<file path="src/rtl/e203_exu_eai_cop_arbt_pkg.sv">
// Shared constants and opcode decode for the EAI coprocessor arbiter.
// Latency: n/a (types, constants and a pure function only).
// Backpressure: n/a.
package e203_exu_eai_cop_arbt_pkg;

  localparam int E203_EAI_NCOP = 4;
  localparam int E203_EAI_OUTS = 4;
  localparam int E203_EAI_ID_W = 3;

  localparam logic [6:0] E203_EAI_OPC_CUSTOM0 = 7'h0B;
  localparam logic [6:0] E203_EAI_OPC_CUSTOM1 = 7'h2B;
  localparam logic [6:0] E203_EAI_OPC_CUSTOM2 = 7'h5B;
  localparam logic [6:0] E203_EAI_OPC_CUSTOM3 = 7'h7B;

  typedef logic [E203_EAI_ID_W-1:0] eai_id_t;

  localparam eai_id_t E203_EAI_ID_UNMAP = 3'b100;

  // The custom opcodes differ only in bits [6:5], which double as the
  // coprocessor index. Anything else, or an index past the populated
  // coprocessors, gets the unmapped ID so the arbiter answers it itself.
  function automatic eai_id_t eai_decode(input logic [6:0] opc, input int ncop);
    eai_id_t id;
    id = E203_EAI_ID_UNMAP;
    if (((opc == E203_EAI_OPC_CUSTOM0) || (opc == E203_EAI_OPC_CUSTOM1) ||
         (opc == E203_EAI_OPC_CUSTOM2) || (opc == E203_EAI_OPC_CUSTOM3)) &&
        (int'(opc[6:5]) < ncop)) begin
      id = {1'b0, opc[6:5]};
    end
    return id;
  endfunction

endpackage

</file>
<file path="src/rtl/sirv_gnrl_fifo.sv">
// Generic synchronous FIFO, DP entries of DW bits, pointer/count based.
// Latency: a push is visible at o_dat/o_vld the cycle after the write edge.
// Backpressure: CUT_READY=1 gives i_rdy = ~full (no pop-through); else i_rdy also rises on a same-cycle pop.
// Ports: clk, rst_n (async active-low); i_vld/i_rdy/i_dat write side; o_vld/o_rdy/o_dat read side.
module sirv_gnrl_fifo #(
  parameter int CUT_READY = 0,
  parameter int DP        = 8,
  parameter int DW        = 32
) (
  input  logic          clk,
  input  logic          rst_n,
  input  logic          i_vld,
  output logic          i_rdy,
  input  logic [DW-1:0] i_dat,
  output logic          o_vld,
  input  logic          o_rdy,
  output logic [DW-1:0] o_dat
);

  localparam int AW = $clog2(DP);
  localparam int CW = AW + 1;
  localparam logic [CW-1:0] FULL_CNT = CW'(DP);

  logic [DW-1:0] mem_q [DP];
  logic [AW-1:0] wptr_q, wptr_d, rptr_q, rptr_d;
  logic [CW-1:0] cnt_q, cnt_d;
  logic          full, empty, push, pop;

  assign full  = (cnt_q == FULL_CNT);
  assign empty = (cnt_q == '0);
  assign i_rdy = (CUT_READY != 0) ? ~full : (~full | o_rdy);
  assign o_vld = ~empty;
  assign o_dat = mem_q[rptr_q];
  assign push  = i_vld & i_rdy;
  assign pop   = o_vld & o_rdy;

  // DP is a power of two, so the pointers wrap by plain overflow.
  always_comb begin
    wptr_d = wptr_q + AW'(push);
    rptr_d = rptr_q + AW'(pop);
    cnt_d  = cnt_q + CW'(push) - CW'(pop);
  end

  always_ff @(posedge clk or negedge rst_n) begin
    if (!rst_n) begin
      wptr_q <= '0;
      rptr_q <= '0;
      cnt_q  <= '0;
    end else begin
      wptr_q <= wptr_d;
      rptr_q <= rptr_d;
      cnt_q  <= cnt_d;
    end
  end

  // Storage needs no reset: an entry is only read once the count covers it.
  always_ff @(posedge clk) begin
    if (push) mem_q[wptr_q] <= i_dat;
  end

endmodule

</file>
<file path="src/rtl/e203_exu_eai_cop_arbt.sv">
// Routes EAI requests to NCOP coprocessors by custom opcode; returns responses in issue order.
// Latency: zero-cycle request/response pass-through; an unmapped request answers one cycle after acceptance.
// Backpressure: request stalls on target not ready or OUTS outstanding; out-of-order coprocessor responses are held off.
// Ports: eai_req_* / eai_rsp_* face the EXU; cop_req_* / cop_rsp_* face the coprocessors
// (instr/rs1/rs2 broadcast, per-coprocessor valid/ready, response k at cop_rsp_dat[k*XLEN +: XLEN]); eai_busy = anything outstanding.
module e203_exu_eai_cop_arbt
  import e203_exu_eai_cop_arbt_pkg::*;
#(
  parameter int NCOP = E203_EAI_NCOP,
  parameter int OUTS = E203_EAI_OUTS,
  parameter int XLEN = 32
) (
  input  logic                 clk,
  input  logic                 rst_n,
  input  logic                 eai_req_valid,
  output logic                 eai_req_ready,
  input  logic [XLEN-1:0]      eai_req_instr,
  input  logic [XLEN-1:0]      eai_req_rs1,
  input  logic [XLEN-1:0]      eai_req_rs2,
  output logic                 eai_rsp_valid,
  input  logic                 eai_rsp_ready,
  output logic [XLEN-1:0]      eai_rsp_dat,
  output logic                 eai_rsp_err,
  output logic                 eai_busy,
  output logic [NCOP-1:0]      cop_req_valid,
  input  logic [NCOP-1:0]      cop_req_ready,
  output logic [XLEN-1:0]      cop_req_instr,
  output logic [XLEN-1:0]      cop_req_rs1,
  output logic [XLEN-1:0]      cop_req_rs2,
  input  logic [NCOP-1:0]      cop_rsp_valid,
  output logic [NCOP-1:0]      cop_rsp_ready,
  input  logic [NCOP*XLEN-1:0] cop_rsp_dat,
  input  logic [NCOP-1:0]      cop_rsp_err
);

  eai_id_t req_id, head_id;
  logic    req_mapped, sel_req_rdy;
  logic    fifo_i_vld, fifo_i_rdy, fifo_o_vld, fifo_o_rdy;

  assign cop_req_instr = eai_req_instr;
  assign cop_req_rs1   = eai_req_rs1;
  assign cop_req_rs2   = eai_req_rs2;

  assign req_id     = eai_decode(eai_req_instr[6:0], NCOP);
  assign req_mapped = ~req_id[2];

  // Request steering. Unmapped requests have no downstream ready to wait
  // for, so sel_req_rdy stays 1 and only FIFO space gates them.
  always_comb begin
    cop_req_valid = '0;
    sel_req_rdy   = 1'b1;
    for (int k = 0; k < NCOP; k++) begin
      if (req_mapped && (req_id[1:0] == k[1:0])) begin
        cop_req_valid[k] = eai_req_valid & fifo_i_rdy;
        sel_req_rdy      = cop_req_ready[k];
      end
    end
  end

  assign eai_req_ready = sel_req_rdy & fifo_i_rdy;
  assign fifo_i_vld    = eai_req_valid & sel_req_rdy;

  // Response merge keyed on the oldest outstanding target. Only the head's
  // coprocessor ever sees ready, so a response that arrives early simply
  // waits in its coprocessor.
  always_comb begin
    eai_rsp_valid = 1'b0;
    eai_rsp_dat   = '0;
    eai_rsp_err   = 1'b0;
    cop_rsp_ready = '0;
    if (fifo_o_vld) begin
      if (head_id[2]) begin
        eai_rsp_valid = 1'b1;
        eai_rsp_err   = 1'b1;
      end else begin
        for (int k = 0; k < NCOP; k++) begin
          if (head_id[1:0] == k[1:0]) begin
            eai_rsp_valid    = cop_rsp_valid[k];
            eai_rsp_dat      = cop_rsp_dat[k*XLEN +: XLEN];
            eai_rsp_err      = cop_rsp_err[k];
            cop_rsp_ready[k] = eai_rsp_ready;
          end
        end
      end
    end
  end

  assign fifo_o_rdy = eai_rsp_valid & eai_rsp_ready;
  assign eai_busy   = fifo_o_vld;

  // CUT_READY keeps request-ready independent of response-ready: when full,
  // a same-cycle pop does not admit a new request.
  sirv_gnrl_fifo #(
    .CUT_READY (1),
    .DP        (OUTS),
    .DW        (E203_EAI_ID_W)
  ) u_ord_fifo (
    .clk   (clk),
    .rst_n (rst_n),
    .i_vld (fifo_i_vld),
    .i_rdy (fifo_i_rdy),
    .i_dat (req_id),
    .o_vld (fifo_o_vld),
    .o_rdy (fifo_o_rdy),
    .o_dat (head_id)
  );

endmodule

</file>
<file path="config.mk">
export PLATFORM = sky130hd
export DESIGN_NAME = e203_exu_eai_cop_arbt
export DESIGN_NICKNAME = d
export VERILOG_FILES = /design/src/rtl/e203_exu_eai_cop_arbt_pkg.sv /design/src/rtl/sirv_gnrl_fifo.sv /design/src/rtl/e203_exu_eai_cop_arbt.sv
export SDC_FILE = /design/constraint.sdc
export NUM_CORES = 1
export LEC_CHECK = 0
export BUFFER_PORTS_ARGS = -buffer_cell sky130_fd_sc_hd__buf_2
export CAP_MARGIN = 20
export CELL_PAD_IN_SITES_DETAIL_PLACEMENT = 1
export CELL_PAD_IN_SITES_GLOBAL_PLACEMENT = 1
export CORE_AREA = 8 8 143 145
export DETAILED_ROUTE_END_ITERATION = 7
export DIE_AREA = 0 0 151 153
export PLACE_DENSITY = 0.73
export SYNTH_ARGS = -nofsm -noshare
export SYNTH_HDL_FRONTEND = slang
export SYNTH_HIERARCHICAL = 1
export SYNTH_SLANG_ARGS = --single-unit
</file>
<file path="constraint.sdc">
create_clock -name clk -period 4.2 [get_ports clk]
set_input_delay 0.21 -clock clk [delete_from_list [all_inputs] [get_ports clk]]
set_output_delay 0.21 -clock clk [all_outputs]
set_load 0.01 [all_outputs]
</file>
==> results.sh, run 1 <==
export IMPL_initial_utilization=0.1542
export IMPL_drtIter0Drc=45
export IMPL_wire_per_inst_um=19.05
export IMPL_worst_path_buf_inv=0
export IMPL_hold_violations=0
export IMPL_finalWirelength_um=11240
export IMPL_cts_buffer_depth=2
export IMPL_drt_pass1_iterations=6
export IMPL_synth_top_area_share=0.2957
export IMPL_clk_latency_ns=0.25
export IMPL_track_usage=0.08568
export IMPL_cts_num_sinks=19
export IMPL_rows=50
export IMPL_slowest_delay_ns=0.57
export IMPL_critical_path_top_delay_family="multiplexers"
export IMPL_period_minus_slack_ns=3.074
export IMPL_timing_reg2reg_setup_slack_ns=1.13
export IMPL_netlist_top_cells_area="mux4_2 30%, buf_4 26%, edfxtp_1 13%, and2_1 7.1%, dfrtp_1 6.2%"
export IMPL_switching_share=0.4359
export IMPL_fill_cells=2173
export IMPL_power_switching_uw=897.5
export IMPL_rsz0062_at_grt="no"
export IMPL_diodes=0
export IMPL_grt_max_degree=38
export IMPL_yosys_warnings=6
export IMPL_dp_final_hpwl_um=9783
export IMPL_min_path_type="input pin to async pin"
export IMPL_synth_seq_cells=19
export IMPL_syn_area_per_cell_sq_um=10.96
export IMPL_finalWeightedCongestion=0.7435
export IMPL_finalCritPeriodShare=0.7319
export IMPL_ctsResizeCount=0
export IMPL_clock_root_buffer="clkbuf_16"
export IMPL_synth_nets=500
export IMPL_pre_cts_ws_ns=1.109
export IMPL_design_area_sq_mm=0.003407
export IMPL_synth_cell_types=38
export IMPL_power_frac_clock=0.093
export IMPL_core_area_sq_mm=0.01827
export IMPL_hold_ws_ns=0.3177
export IMPL_hold_buffers=1
export IMPL_finalSetupTns_ns=0
export IMPL_pwr_share_comb=0.744
export IMPL_cts_tree="done"
export IMPL_worstPathCellList="mux4_2 > mux4_2 > nor2_1 > nor2_1 > o211a_1 > a211oi_1 > ha_1 > fa_1 > xor2_1 > xnor2_1"
export IMPL_die_area_sq_mm=0.02310
export IMPL_grt_antenna_before_repair=0
export IMPL_cp_max_fo=6
export IMPL_synthTopCellsByCount="97 x buf_4, 37 x mux4_2, 32 x and2_1"
export IMPL_tightest_slew_ns=0.8359
export IMPL_postLayoutSetupSlackWorst_ns=1.126
export IMPL_synth_edf_count=12
export IMPL_critPathRequiredTime_ns=4.33
export IMPL_vias_per_cell=4.015
export IMPL_status="complete, no violations"
export IMPL_slew_viol_final=0
export IMPL_path_class="flip-flop to flip-flop"
export IMPL_power_density_mw_per_mm2=604.4
export IMPL_synth_main_ff_cell="edfxtp_1"
export IMPL_area_growth_pct=20.91
export IMPL_worstSetupEndpointType="flip-flop"
export IMPL_postLayoutCoreUtil=0.1865
export IMPL_clk_pin_slew_worst_paths_ns=0.05
export IMPL_worst_path_max_delay_cell="mux4_2"
export IMPL_remaining_drc_errors=0
export IMPL_die_h_um=153
export IMPL_top_level_ports=380
export IMPL_ant_nets=0
export IMPL_numCtsBuffers=3
export IMPL_grt_pass1_vias=2656
export IMPL_netlist_area_sq_mm=0.002818
export IMPL_setup_viol=0
export IMPL_max_freq_ghz=0.3253
export IMPL_yosysTopAreaCell="mux4_2"
export IMPL_p_leak_uw=0.001583
export IMPL_worst_setup_path_start_kind="flip-flop"
export IMPL_gr_total_overflow=0
export IMPL_nets=600
export IMPL_drive_gt1_frac=0.6938
export IMPL_relSlewSlack=0.4349
export IMPL_h_tree_depth=1
export IMPL_crit_arrival_ns=3.20
export IMPL_synth_most_common_cell="buf_4"
export IMPL_grt_first_pass_wirelength_um=15460
export IMPL_p_int_uw=1162
export IMPL_num_vias=2369
export IMPL_netlist_instances=257
export IMPL_place_area_sq_mm=0.003318
export IMPL_portBuffers=201
export IMPL_async_reset_ff_frac=0.3684
export IMPL_postCtsSetupBuffers=0
export IMPL_seq_power_share=0.163
export IMPL_maxCapViolCount=0
export IMPL_ys_seq_area_frac=0.1901
export IMPL_vdd_ir_drop_max_uv=251.4
export IMPL_die_w_um=151
export IMPL_clock_skew_ns=0.003240
==> per-layer routing <==
metal,part of all wire,up-vias,global-route usage
met3,0.16,10,0.04458
met5,0,-,0
met4,0.0068,0,0.01179
li1,-,1030,-
met2,0.45,211,0.1465
met1,0.38,1118,0.09410
==> kinds of logic (layout without fill, tap and decap cells) <==
group / count (synthesis) / count (layout) / share of synthesized area
flops: 19 / 19 / 0.1901
buf+inv: 113 / 212 / 0.2962
compound gates: 9 / 9 / 0.02531
fa+ha+maj: 3 / 3 / 0.01598
xor+xnor: 6 / 6 / 0.01865
mux: 40 / 40 / 0.3068
simple gates: 67 / 67 / 0.1470
==> worst register-to-register path, delay by kind of cell (launching register included) <==
family          cells  cell delay, ns
xor+xnor            2            0.30
flops               1            0.48
fa+ha+maj           2            0.60
compound gates      2            0.27
simple gates        2            0.40
mux                 2            0.91
==> through the flow <==
step | power [uW] | cells
5_1_grt | 2219 | 590
3_5_place_dp | 1921 | 585
6_report | 2059 | 590
4_1_cts | 2117 | 590
3_3_place_gp | 1893 | 585
2_1_floorplan | 1521 | 257
==> final timing paths <==
path | start | endpoint | cells after the start
worst max-delay path | u_ord_fifo/rptr_q[0] | u_ord_fifo/cnt_q[2] | 10
worst min-delay path | rst_n | u_ord_fifo/wptr_q[1] | 2
worst max register to register | u_ord_fifo/rptr_q[0] | u_ord_fifo/cnt_q[2] | 10
worst min register to register | u_ord_fifo/wptr_q[1] | u_ord_fifo/wptr_q[1] | 1
max in group asynchronous | rst_n | u_ord_fifo/rptr_q[0] | 2
min in group clk | eai_req_rs1[14] | cop_req_rs1[14] | 0
==> placed cells by master (no fill, tap or decap), types with 2 or more instances in the layout <==
cell type	instances
edfxtp_1	12
nor4bb_1	2
mux2i_1	2
buf_4	3
clkbuf_16	3
inv_1	3
xor2_1	2
nor2_1	7
and2_1	32
nor3b_1	2
nand3_1	3
dfrtp_1	7
and3_1	2
and4b_1	2
xnor2_1	4
nand2_1	6
nor3_1	3
buf_2	201
nor2b_1	2
a21boi_0	2
ha_1	2
mux4_2	37
==> state kept, by name (all words and copies together) (netlist names) <==
register,flops
u_ord_fifo/wptr_q,2
u_ord_fifo/cnt_q,3
u_ord_fifo/mem_q,12
u_ord_fifo/rptr_q,2
==> cell type report <==
| type | instances | area [sq um] | share of cell area |
|---|---|---|---|
| multi-input combinational | 125 | 1450 | 0.4256 |
| timing repair buffer | 205 | 1039 | 0.3048 |
| sequential | 19 | 535.5 | 0.1572 |
| tap | 234 | 292.8 | 0.08593 |
| clock buffer | 4 | 78.83 | 0.02314 |
| inverter | 3 | 11.26 | 0.003305 |
==> power by group through the flow <==
stage | sequential [uW] | combinational [uW] | clock (uW)
6_report | 336 | 1530 | 192
3_3_place_gp | 334 | 1560 | 0
3_5_place_dp | 340 | 1580 | 0
5_1_grt | 343 | 1670 | 201
2_1_floorplan | 299 | 1220 | 0
4_1_cts | 337 | 1590 | 195
No activity file was read; power rests on OpenSTA's default activity.
==> inputs of run 2 (changes only) <==
--- a/config.mk
+++ b/config.mk
@@ -5,14 +5,15 @@
 export SDC_FILE = /design/constraint.sdc
 export NUM_CORES = 1
 export LEC_CHECK = 0
+export ABC_AREA = 1
 export BUFFER_PORTS_ARGS = -buffer_cell sky130_fd_sc_hd__buf_2
 export CAP_MARGIN = 20
 export CELL_PAD_IN_SITES_DETAIL_PLACEMENT = 1
 export CELL_PAD_IN_SITES_GLOBAL_PLACEMENT = 1
-export CORE_AREA = 8 8 143 145
+export CORE_MARGIN = 8
+export CORE_UTILIZATION = 17
 export DETAILED_ROUTE_END_ITERATION = 7
-export DIE_AREA = 0 0 151 153
-export PLACE_DENSITY = 0.73
+export PLACE_DENSITY = 0.84
 export SYNTH_ARGS = -nofsm -noshare
 export SYNTH_HDL_FRONTEND = slang
 export SYNTH_HIERARCHICAL = 1
==> constraint.sdc (replaced) <==
create_clock -name clk -period 2.77 [get_ports clk]
set_input_delay 0.1385 -clock clk [delete_from_list [all_inputs] [get_ports clk]]
set_output_delay 0.1385 -clock clk [all_outputs]
set_load 0.01 [all_outputs]
==> run 2 against run 1 <==
Sequential power rose by 41%; setup slack got worse by 0.92 ns; register-to-register slack got worse by 0.88 ns; sequential share of layout area fell by 1.3 points; highest routed layer unchanged; largest cell class unchanged; synthesized cell count rose by 76%; global-route usage rose by 2.5 points; count of clock-buffer cells in the layout did not move; critical path depth rose by 1; cell count rose by 34%; die area fell by 4.4%.
==> results.sh, run 2 <==
export IMPL_grt_first_pass_wirelength_um=19280
export IMPL_ys_seq_area_frac=0.1792
export IMPL_ant_nets=0
export IMPL_layout_common_cells="201 x buf_2, 82 x nand2_1, 49 x inv_1"
export IMPL_drt_pass1_iterations=4
export IMPL_clock_root_buffer="clkbuf_16"
export IMPL_period_minus_slack_ns=2.562
export IMPL_timing_reg2reg_setup_slack_ns=0.25
export IMPL_nets=809
export IMPL_area_growth_pct=24.15
export IMPL_grt_pass1_vias=3702
export IMPL_path_class="flip-flop to primary output"
export IMPL_synthTopCellsByCount="99 x buf_4, 82 x nand2_1, 51 x inv_1"
export IMPL_maxCapViolCount=0
export IMPL_synth_main_ff_cell="edfxtp_1"
export IMPL_r2r_cells=15
export IMPL_wire_per_inst_um=16.05
export IMPL_gr_total_overflow=0
export IMPL_remaining_drc_errors=0
export IMPL_cts_buffer_depth=2
export IMPL_syn_area_per_cell_sq_um=6.598
export IMPL_finalWeightedCongestion=0.8645
export IMPL_netlist_top_cells_area="buf_4 25%, edfxtp_1 12%, nand2_1 10%, inv_1 6.4%, dfrtp_1 5.9%"
export IMPL_drive_gt1_frac=0.4673
export IMPL_cp_max_fo=21
export IMPL_synth_nets=696
export IMPL_worst_setup_path_start_kind="flip-flop"
export IMPL_dp_final_hpwl_um=10770
export IMPL_finalCritPeriodShare=0.9248
export IMPL_initial_utilization=0.1734
export IMPL_rsz0062_at_grt="yes"
export IMPL_core_area_sq_mm=0.01724
export IMPL_reg_top3="u_ord_fifo/mem_q (12), u_ord_fifo/cnt_q (3)"
export IMPL_die_h_um=148.6
export IMPL_yosysTopAreaCell="buf_4"
export IMPL_status="complete, no violations"
export IMPL_clk_pin_slew_worst_paths_ns=0.05
export IMPL_relSlewSlack=0.4217
export IMPL_portBuffers=201
export IMPL_track_usage=0.1108
export IMPL_clock_skew_ns=0.002546
export IMPL_clk_latency_ns=0.25
export IMPL_top_level_ports=380
export IMPL_grt_max_degree=39
export IMPL_async_reset_ff_frac=0.3684
export IMPL_fill_cells=2232
export IMPL_p_leak_uw=0.002023
export IMPL_num_vias=3350
export IMPL_synth_top_area_share=0.2486
export IMPL_crit_arrival_ns=2.42
export IMPL_hold_ws_ns=0.2770
export IMPL_netlist_instances=453
export IMPL_vdd_ir_drop_max_uv=378.5
export IMPL_die_area_sq_mm=0.02208
export IMPL_synth_most_common_cell="buf_4"
export IMPL_grt_antenna_before_repair=1
export IMPL_worstSetupEndpointType="primary output"
export IMPL_startpoint="u_ord_fifo/rptr_q[0]"
export IMPL_drtIter0Drc=78
export IMPL_tightest_slew_ns=0.8583
export IMPL_h_tree_depth=1
export IMPL_synth_seq_cells=19
export IMPL_cts_tree="done"
export IMPL_cp_endpoint="eai_rsp_dat[9]"
export IMPL_numCtsBuffers=3
export IMPL_synth_cell_types=31
export IMPL_power_density_mw_per_mm2=1155
export IMPL_hold_violations=0
export IMPL_netlist_area_sq_mm=0.002989
export IMPL_regMostFlops="u_ord_fifo/mem_q"
export IMPL_postLayoutCoreUtil=0.2153
export IMPL_slew_viol_final=0
export IMPL_final_common_cell="buf_2"
export IMPL_yosys_warnings=6
export IMPL_finalWirelength_um=12690
export IMPL_vias_per_cell=4.235
export IMPL_min_path_type="input pin to primary output"
export IMPL_setup_viol=0
export IMPL_synth_edf_count=12
export IMPL_total_power_uw=4288
export IMPL_die_w_um=148.6
export IMPL_cts_num_sinks=19
export IMPL_largest_register_ffs=12
export IMPL_critPathRequiredTime_ns=2.63
export IMPL_max_freq_ghz=0.3904
export IMPL_timing_rr_end="u_ord_fifo/cnt_q[2]"
export IMPL_rows=48
export IMPL_r2r_start="u_ord_fifo/rptr_q[0]"
==> run 2: cell count changes after synthesis, sizes merged, moves of 16 or more <==
cell / previous run / this run
nand3: 3 / 22
o211ai: 0 / 29
nor2: 7 / 42
nand2: 6 / 88
inv: 3 / 56
a21oi: 0 / 16
o21ai: 1 / 36
and2: 32 / 0
mux4: 37 / 0
==> run 2: routing by layer <==
layer / share of wire / track usage
met4: 0.045 / 0.06170
met2: 0.46 / 0.1875
met1: 0.40 / 0.1179
met3: 0.096 / 0.03981
met5: 0 / 0
==> run 2: worst min path at each step <==
| stage | cells past startpoint | startpoint | end | slack [ns] |
|---|---|---|---|---|
| 6_report | 0 | eai_req_instr[15] | cop_req_instr[15] | 0.28 |
| 5_1_grt | 0 | eai_req_instr[24] | cop_req_instr[24] | 0.28 |
| 4_1_cts | 0 | eai_req_instr[21] | cop_req_instr[21] | 0.28 |
| 3_5_place_dp | 1 | rst_n | u_ord_fifo/wptr_q[1] | -0.01 |
| 3_3_place_gp | 1 | rst_n | u_ord_fifo/wptr_q[1] | -0.02 |
| 2_1_floorplan | 0 | rst_n | u_ord_fifo/cnt_q[0] | -0.16 |
==> run 2: timing repair <==
item	in CTS	in global routing
hold buffers	1	0
hold endpoints to repair	7	0
setup endpoints to repair	2	15
buffers inserted	4	2
pin swaps	2	1
gates resized for setup	0	6
==> run 2: cell families after synthesis <==
kind of cell,Yosys count,synth area share
flops,19,0.1792
simple gates,173,0.2599
buf+inv,170,0.3512
compound gates,86,0.1888
xor+xnor,2,0.005861
fa+ha+maj,3,0.01507
==> run 2: stage by stage <==
stage / instances / setup TNS, ns / cell area (sq um) / setup slack [ns]
finish: 791 / 0 / 3711 / 0.2083
CTS: 788 / 0 / 3681 / 0.06242
floorplan: 453 / 0 / 2989 / 0.01378
detailed placement: 779 / -0.07813 / 3562 / -0.07813
global placement: 779 / 0 / 3562 / 0.06542
global route: 791 / -0.04788 / 3711 / -0.02865
==> run 2: cell type report <==
class | count | area (sq um) | area share
multi-input cells | 264 | 1419 | 0.3823
repair buffers | 222 | 1179 | 0.3176
flip-flops and latches | 19 | 536.8 | 0.1446
well taps | 225 | 281.5 | 0.07586
inverters | 56 | 214.0 | 0.05765
clock buffers | 4 | 78.83 | 0.02124
diodes | 1 | 2.502 | 0.0006743
==> run 2: worst max-delay path: stages, from the launching register on <==
cell	delay, ns
dfrtp_2	0.41
inv_2	0.08
o21ai_0	0.20
o21ai_2	0.11
buf_4	0.16
nor2_4	0.10
buf_4	0.29
clkinvlp_4	0.13
buf_4	0.20
o211ai_1	0.24
a21oi_1	0.10
buf_2	0.16
==> run 2: where the power goes <==
group          internal (uW)  leakage, uW  switching (uW)
logic                   1340      0.00179            2170
clock network            196    0.0000382             104
registers                397     0.000192            76.8
total                   1930      0.00202            2350
==> inputs of run 3 (changes only) <==
--- a/config.mk
+++ b/config.mk
@@ -10,7 +10,7 @@
 export CAP_MARGIN = 20
 export CELL_PAD_IN_SITES_DETAIL_PLACEMENT = 1
 export CELL_PAD_IN_SITES_GLOBAL_PLACEMENT = 1
-export CORE_MARGIN = 8
+export CORE_MARGIN = 10
 export CORE_UTILIZATION = 17
 export DETAILED_ROUTE_END_ITERATION = 7
 export PLACE_DENSITY = 0.84
==> run 3 against run 2 <==
Cell count rose by 0.25%; critical path type is now flip-flop to flip-flop; final area increased by 1.2%; worst hold slack lost 0.0011 ns; sequential share of layout area fell by 0.18 points.
==> results.sh, run 3 (synthesis results as in run 2) <==
export IMPL_status="complete, no violations"
export IMPL_rows=48
export IMPL_power_density_mw_per_mm2=1160
export IMPL_slew_viol_final=0
export IMPL_portBuffers=201
export IMPL_path_class="flip-flop to flip-flop"
export IMPL_timing_rr_end="u_ord_fifo/cnt_q[1]"
export IMPL_critPathRequiredTime_ns=2.89
export IMPL_tightest_slew_ns=0.7799
export IMPL_clock_skew_ns=0.001698
export IMPL_die_w_um=152.6
export IMPL_grt_antenna_before_repair=0
export IMPL_drtIter0Drc=127
export IMPL_finalWirelength_um=13050
export IMPL_fill_cells=2225
export IMPL_h_tree_depth=1
export IMPL_grt_pass1_vias=3648
export IMPL_switching_share=0.5421
export IMPL_drt_pass1_iterations=4
export IMPL_cp_depth=16
export IMPL_worstPathCellList="nor2_2 > nor2_1 > o21ai_0 > o21ai_2 > buf_4 > nor2_4 > nand2_1 > nand3_1 > nor2_1 > nor3_2 > nand2_2 > inv_2 > nand2_2 > nand2_1 > ha_2 > fa_2"
export IMPL_design_area_sq_mm=0.003757
export IMPL_core_area_sq_mm=0.01730
export IMPL_regMostFlops="u_ord_fifo/mem_q"
export IMPL_hold_violations=0
export IMPL_clk_pin_slew_worst_paths_ns=0.05
export IMPL_pre_cts_ws_ns=-0.1034
export IMPL_crit_arrival_ns=2.70
export IMPL_grt_max_degree=39
export IMPL_drive_gt1_frac=0.4771
export IMPL_diodes=0
export IMPL_max_freq_ghz=0.3880
export IMPL_final_common_cell="buf_2"
export IMPL_vias_per_cell=4.216
export IMPL_cp_max_fo=6
export IMPL_worstSetupEndpointType="flip-flop"
export IMPL_area_growth_pct=25.70
export IMPL_setup_viol=0
export IMPL_power_frac_clock=0.067
export IMPL_p_int_uw=1996
export IMPL_critical_path_top_delay_family="simple AND/OR/NAND/NOR gates"
export IMPL_finalCritPeriodShare=0.9304
export IMPL_nets=812
export IMPL_seq_power_share=0.109
export IMPL_track_usage=0.1038
export IMPL_ant_nets=0
export IMPL_die_h_um=152.6
export IMPL_pwr_share_comb=0.825
export IMPL_worst_path_max_delay_cell="dfrtp_2"
export IMPL_largest_register_ffs=12
export IMPL_remaining_drc_errors=0
export IMPL_r2r_start="u_ord_fifo/rptr_q[0]"
export IMPL_maxCapViolCount=0
export IMPL_p_leak_uw=0.002045
export IMPL_r2r_cells=16
export IMPL_cts_buffer_depth=2
export IMPL_timing_reg2reg_setup_slack_ns=0.19
export IMPL_finalSetupTns_ns=0
export IMPL_fin_cells=793
export IMPL_top_level_ports=380
export IMPL_relSlewSlack=0.4746
export IMPL_reg_top3="u_ord_fifo/mem_q (12), u_ord_fifo/cnt_q (3)"
export IMPL_dp_final_hpwl_um=11100
export IMPL_num_vias=3343
export IMPL_layout_common_cells="201 x buf_2, 82 x nand2_1, 48 x inv_1"
export IMPL_postLayoutSetupSlackWorst_ns=0.1928
export IMPL_vdd_ir_drop_max_uv=607.6
export IMPL_cts_num_sinks=19
export IMPL_slowest_delay_ns=0.46
export IMPL_die_area_sq_mm=0.02329
export IMPL_place_area_sq_mm=0.003562
export IMPL_power_switching_uw=2364
export IMPL_initial_utilization=0.1728
export IMPL_min_path_type="input pin to async pin"
export IMPL_clk_latency_ns=0.25
export IMPL_cts_tree="done"
export IMPL_gr_total_overflow=0
export IMPL_wire_per_inst_um=16.45
export IMPL_worst_path_buf_inv=2
export IMPL_finalWeightedCongestion=0.7955
export IMPL_numCtsBuffers=3
export IMPL_grt_first_pass_wirelength_um=19880
export IMPL_postLayoutCoreUtil=0.2172
export IMPL_clock_root_buffer="clkbuf_16"
export IMPL_period_minus_slack_ns=2.577
export IMPL_dp_cells=779
export IMPL_worst_setup_path_start_kind="flip-flop"
[run 3: cell count changes in the layout (fill, tap and decap cells not counted), sizes merged]
cell	previous run	this run
buf	221	224
clkbuf	4	3
clkinv	0	1
diode	1	0
[run 3: worst max path at each step]
stage / startpoint / to / slack [ns]
4_1_cts: u_ord_fifo/rptr_q[0] / u_ord_fifo/cnt_q[2] / 0.05
5_1_grt: u_ord_fifo/rptr_q[0] / u_ord_fifo/cnt_q[1] / -0.02
3_3_place_gp: u_ord_fifo/rptr_q[0] / u_ord_fifo/cnt_q[2] / 0.009
6_report: u_ord_fifo/rptr_q[0] / u_ord_fifo/cnt_q[1] / 0.19
2_1_floorplan: u_ord_fifo/rptr_q[0] / u_ord_fifo/cnt_q[2] / 0.01
3_5_place_dp: u_ord_fifo/rptr_q[0] / u_ord_fifo/cnt_q[2] / -0.10
[run 3: area by class of cell]
| cell class | instances | area, sq um | share of cell area |
|---|---|---|---|
| inverter | 56 | 216.5 | 0.05761 |
| clock buffer | 3 | 75.07 | 0.01998 |
| tap | 225 | 281.5 | 0.07493 |
| multi-input combinational | 264 | 1429 | 0.3803 |
| clock inverter | 1 | 5.005 | 0.001332 |
| sequential | 19 | 536.8 | 0.1429 |
| timing repair buffer | 225 | 1214 | 0.3230 |
[run 3: stage by stage]
step,total power [uW],hold slack [ns]
floorplan,2818,-0.1571
global placement,3842,-0.01071
detailed placement,3910,-0.003922
CTS,4293,0.2771
global route,4832,0.2770
finish,4360,0.2759
[run 3: timing repair]
action | in CTS | in global routing
hold endpoints to repair | 7 | 0
pin swaps | 2 | 3
buffers inserted | 4 | 5
endpoints found under the setup margin | 2 | 15
gates resized for setup | 1 | 12
hold buffers | 1 | 0
[run 3: metal layers]
metal	vias to the layer above	track usage	routed length, um
met4	0	0.04133	369
met5	-	0	0
met3	39	0.04516	1359
met1	1519	0.1111	5165
met2	188	0.1759	6153
li1	1597	-	-
[run 3: power groups by stage]
stage	Combinational (uW)	Sequential (uW)	Clock [uW]
floorplan	2370	445	0
global placement	3380	467	0
detailed placement	3440	469	0
CTS	3530	465	302
global route	4040	484	312
finish	3600	474	291
